## config.mk

```make
export PLATFORM = sky130hd
export DESIGN_NAME = step_down_counter
export DESIGN_NICKNAME = d
export VERILOG_FILES = /design/src/rtl/step_down_counter_pkg.sv /design/src/rtl/step_down_counter_decrementer.sv /design/src/rtl/step_down_counter.sv
export SDC_FILE = /design/constraint.sdc
export NUM_CORES = 1
export LEC_CHECK = 0
export CORE_MARGIN = 2
export CORE_UTILIZATION = 28
export DETAILED_ROUTE_END_ITERATION = 8
export PLACE_DENSITY = 0.54
export SYNTH_ARGS = -nofsm -noshare
export SYNTH_HDL_FRONTEND = slang
export SYNTH_SLANG_ARGS = --single-unit
```

## constraint.sdc

```tcl
create_clock -name clk -period 1.4 [get_ports clk]
set_clock_uncertainty 0.15 [all_clocks]
set_input_delay 0.35 -clock clk [delete_from_list [all_inputs] [get_ports clk]]
set_output_delay 0.35 -clock clk [all_outputs]
set_load 0.02 [all_outputs]
```

## src/rtl/step_down_counter_pkg.sv

```systemverilog
// step_down_counter_pkg: shared FSM state encoding and default counter width
// for the step_down_counter block.
package step_down_counter_pkg;

   // Default counter / load width in bits.
   localparam int unsigned DefaultWidth = 3;

   // Sequencer states: waiting for a load, counting down, completion pulse.
   typedef enum logic [1:0] {
      StIdle = 2'b00,
      StRun  = 2'b01,
      StDone = 2'b10
   } state_e;

endpackage : step_down_counter_pkg

```

## src/rtl/step_down_counter_decrementer.sv

```systemverilog
// step_down_counter_decrementer: combinational WIDTH-bit subtract-by-one.
// Callers guarantee the input is non-zero when the result is used.
module step_down_counter_decrementer #(
   parameter int unsigned WIDTH = 3
) (
   input  logic [WIDTH-1:0] in_val,
   output logic [WIDTH-1:0] out_val
);

   // Plain modular decrement; wrap-around is never selected by the counter.
   always_comb begin
      out_val = in_val - WIDTH'(1);
   end

endmodule : step_down_counter_decrementer

```

## src/rtl/step_down_counter.sv

```systemverilog
// step_down_counter: loadable down-counter sequenced by an IDLE/RUN/DONE FSM.
// A start in IDLE loads load_val, RUN steps down on enable, DONE emits a
// one-cycle done pulse. Define STEP_DOWN_COUNTER_ABORT_EN to add an abort
// input that returns RUN to IDLE without a done pulse.
module step_down_counter
   import step_down_counter_pkg::*;
#(
   parameter int unsigned WIDTH = DefaultWidth
) (
   input  logic             clk,
   input  logic             rst,
   input  logic             start,
   input  logic [WIDTH-1:0] load_val,
   input  logic             enable,
`ifdef STEP_DOWN_COUNTER_ABORT_EN
   input  logic             abort,
`endif
   output logic [WIDTH-1:0] count,
   output logic             busy,
   output logic             last,
   output logic             done
);

   state_e           r_state;
   logic [WIDTH-1:0] r_count;
   logic             r_busy;
   logic             r_done;
   logic [WIDTH-1:0] w_count_dec;
   logic             w_count_is_one;

   step_down_counter_decrementer #(
      .WIDTH (WIDTH)
   ) u_decrementer (
      .in_val  (r_count),
      .out_val (w_count_dec)
   );

   // Count of one means the next enabled step finishes the run.
   always_comb begin
      w_count_is_one = (r_count == WIDTH'(1));
   end

   // Sequencer FSM; busy/done are registered alongside the state they decode.
   always_ff @(posedge clk or posedge rst) begin
      if (rst) begin
         r_state <= StIdle;
         r_count <= '0;
         r_busy  <= 1'b0;
         r_done  <= 1'b0;
      end else begin
         case (r_state)
            StIdle: begin
`ifdef STEP_DOWN_COUNTER_ABORT_EN
               if (!abort && start) begin
`else
               if (start) begin
`endif
                  if (load_val != '0) begin
                     r_count <= load_val;
                     r_state <= StRun;
                     r_busy  <= 1'b1;
                  end else begin
                     // Zero-length run skips RUN entirely.
                     r_count <= '0;
                     r_state <= StDone;
                     r_done  <= 1'b1;
                  end
               end
            end
            StRun: begin
`ifdef STEP_DOWN_COUNTER_ABORT_EN
               if (abort) begin
                  // Abandon the run with count frozen and no done pulse.
                  r_state <= StIdle;
                  r_busy  <= 1'b0;
               end else if (enable) begin
`else
               if (enable) begin
`endif
                  r_count <= w_count_dec;
                  if (w_count_is_one) begin
                     r_state <= StDone;
                     r_busy  <= 1'b0;
                     r_done  <= 1'b1;
                  end
               end
            end
            StDone: begin
               r_state <= StIdle;
               r_done  <= 1'b0;
            end
            default: begin
               r_state <= StIdle;
               r_busy  <= 1'b0;
               r_done  <= 1'b0;
            end
         endcase
      end
   end

   // Output mapping; last flags the pending final step.
   always_comb begin
      count = r_count;
      busy  = r_busy;
      done  = r_done;
      last  = r_busy && w_count_is_one;
   end

endmodule : step_down_counter

```

==> impl_metrics.ini <==
[outcome]
outcome = finished, violations left
violations = setup timing

[drt]
drtIter0Drc = 3
drc = 0
routedWlPerCell_um = 12.7
routed_wl_mm = 1.03
vias = 394
viasPerCell = 4.86
drt_pass1_iterations = 4
ant_nets = 0

[timing]
setup_slack_ns = -0.226
whs_ns = 0.178
worst_pin_slew_ns = 0.308
fin_crit_sh_pct = 116
slew_headroom_pct = 79.5
fin_crit_ns = 1.63
fmax_mhz = 615
rsz0062_at_grt = true
finalSetupTns_ns = -0.488
slew_viol_final = 0
final-hold-violation-count = 0
finalSetupViolCount = 4

[final_layout]
fillCellCount = 128
layout-drive-gt1-share_pct = 51.5
fin_util_pct = 54.7
fin_cells = 81
layout_commonest_cell = buf_6
nets = 76
final_cell_mix = buf_6 (10), buf_4 (5), inv_1 (4), dfrtp_1 (4), dlygate4sd2_1 (4)
insertedDiodeCount = 0
area_growth_pct = 80.0

[global_route]
grt_first_pass_wirelength_mm = 1.70
antenna_found_initial = 0
grtUsageTotal_pct = 13.7
grt_pass1_vias = 385
grt_remaining_overflow = 0
grt_max_degree = 9

[synth]
synth.largest_area_cell = dfrtp_1
ys_seq_elements = 7
synthCells = 40
syn-cell-area_um2 = 400
yosysSeqAreaShare_pct = 43.8
synth_top_area_share_pct = 43.8
post_synth.cell_area_avg_um2 = 10.0
synth_warnings = 0
synthTopCellsByArea = dfrtp_1 (44%), mux2i_1 (7.5%), ha_1 (6.3%), inv_1 (5.6%), nand4b_1 (4.4%)
ys_types = 20
syn-num-nets = 49

[floorplanning]
num_rows = 13
die_x_um = 41.8
dieArea_mm2 = 0.00175
ios = 13
initial_utilization_pct = 30.4
die_y_um = 41.8
placeableCoreArea_mm2 = 0.00132

[placement]
place_inst = 73
gp_congestion = 0.784
place_hpwl_um = 734
port_buffers = 12

[cts]
cts_tree = yes
root_buffer = clkbuf_4
cts_made_buffers = 3
htreeDepth = 1
cts_sinks = 7
worstSkewPairLatency_ns = 0.25
clkTransAtPathRegs_ns = 0.05
cts_max_path_buffers = 2

[setup_path]
crit_arrival_ns = 1.13
cp_slowest_cell = dfrtp_2
startpoint_type = register
cp-end-kind = output port
cpPeakStageDelay_ns = 0.40
critPathMaxFanout = 2
path_cells = inv_2 > ha_4 > and3_4 > buf_6
worstPathRequired_ns = 0.90
reg2reg_setup_slack_ns = -0.03
worstSetupPathType = register to output port

[power]
peakVddDrop_uv = 1280
p_leak_nw = 0.342
power.density_mw_per_mm2 = 2420

[hold_path]
hp-class = input pin to async pin

[run]
drv_cap = 0
-- metal layers --
layer  GRT usage [%]  wire (µm)
met2            22.2        507
met3            7.83         73
met4            3.87         12
met1            15.1        431
met5               0          0
-- area by class of cell --
type                       count  area (µm²)  share of cell area [%]
clock buffer                   4        26.3                    3.65
inverter                       6        25.0                    3.47
multi-input combinational     27         253                    35.1
sequential                     7         179                    24.8
tap                           15        18.8                    2.60
timing repair buffer          22         219                    30.4
-- final timing paths --
kind | from | end | depth (start not counted)
max reg2reg | count[0] | count[2] | 7
max in group asynchronous | rst | count[0] | 2
min in group clk | start | count[2] | 3
min reg2reg | done | done | 2
max | count[1] | last | 4
min | rst | busy | 2
-- sequential cells by signal, summed over array words and instances, names as in the netlist --
signal,count
busy,1
count,3
done,1
r_state,2
-- cells by family (layout without fill, tap and decap cells) --
group                    after synthesis  in the layout  synth area share (%)
AO/OA/AOI/OAI                         12             12                  21.3
adder cells (fa/ha/maj)                2              2                  6.25
buffers and inverters                  6             32                  5.62
flip-flops                             7              7                  43.8
multiplexers                           3              3                  7.50
AND/OR/NAND/NOR                       10             10                  15.6
-- worst max-delay path: cells and delay by family, from the launching register on --
family,cells,cell delay (ns)
adders and majority gates,1,0.13
buffers and inverters,2,0.18
DFF,1,0.40
and+or+nand+nor,1,0.16
-- synth_stat cells --
cell	instances
dfrtp_1	7
ha_1	2
or3_4	1
o21ai_0	2
nor2_1	2
mux2i_1	3
and3_1	1
o2bb2ai_1	1
a22o_1	1
a21oi_1	2
nand2_1	2
a22oi_1	2
nor2b_1	1
a21o_1	1
o21a_1	1
nand4b_1	2
nand2b_1	1
a221oi_1	1
inv_1	6
a21oi_2	1
-- where the power goes --
part / switching, mW / internal (mW)
Combinational: 0.492 / 0.637
Sequential: 0.115 / 0.314
Clock: 0.0748 / 0.109
Total: 0.682 / 1.06
-- per-stage QoR --
stage	worst slack, ns	cell area [µm²]	power, mW
6_report	-0.226	721	1.74
4_1_cts	-0.253	689	1.65
3_3_place_gp	-0.450	592	1.24
3_5_place_dp	-0.512	592	1.24
2_1_floorplan	0.00148	408	0.844
5_1_grt	-0.282	721	1.88
-- repair_timing --
action / 4_1_cts / 5_1_grt
setup endpoints to repair: 13 / 11
pin swaps: 5 / 7
resized for setup: 50 / 8
hold buffers: 0 / 0
setup buffers: 3 / 3
No activity file was read; power rests on OpenSTA's default activity.
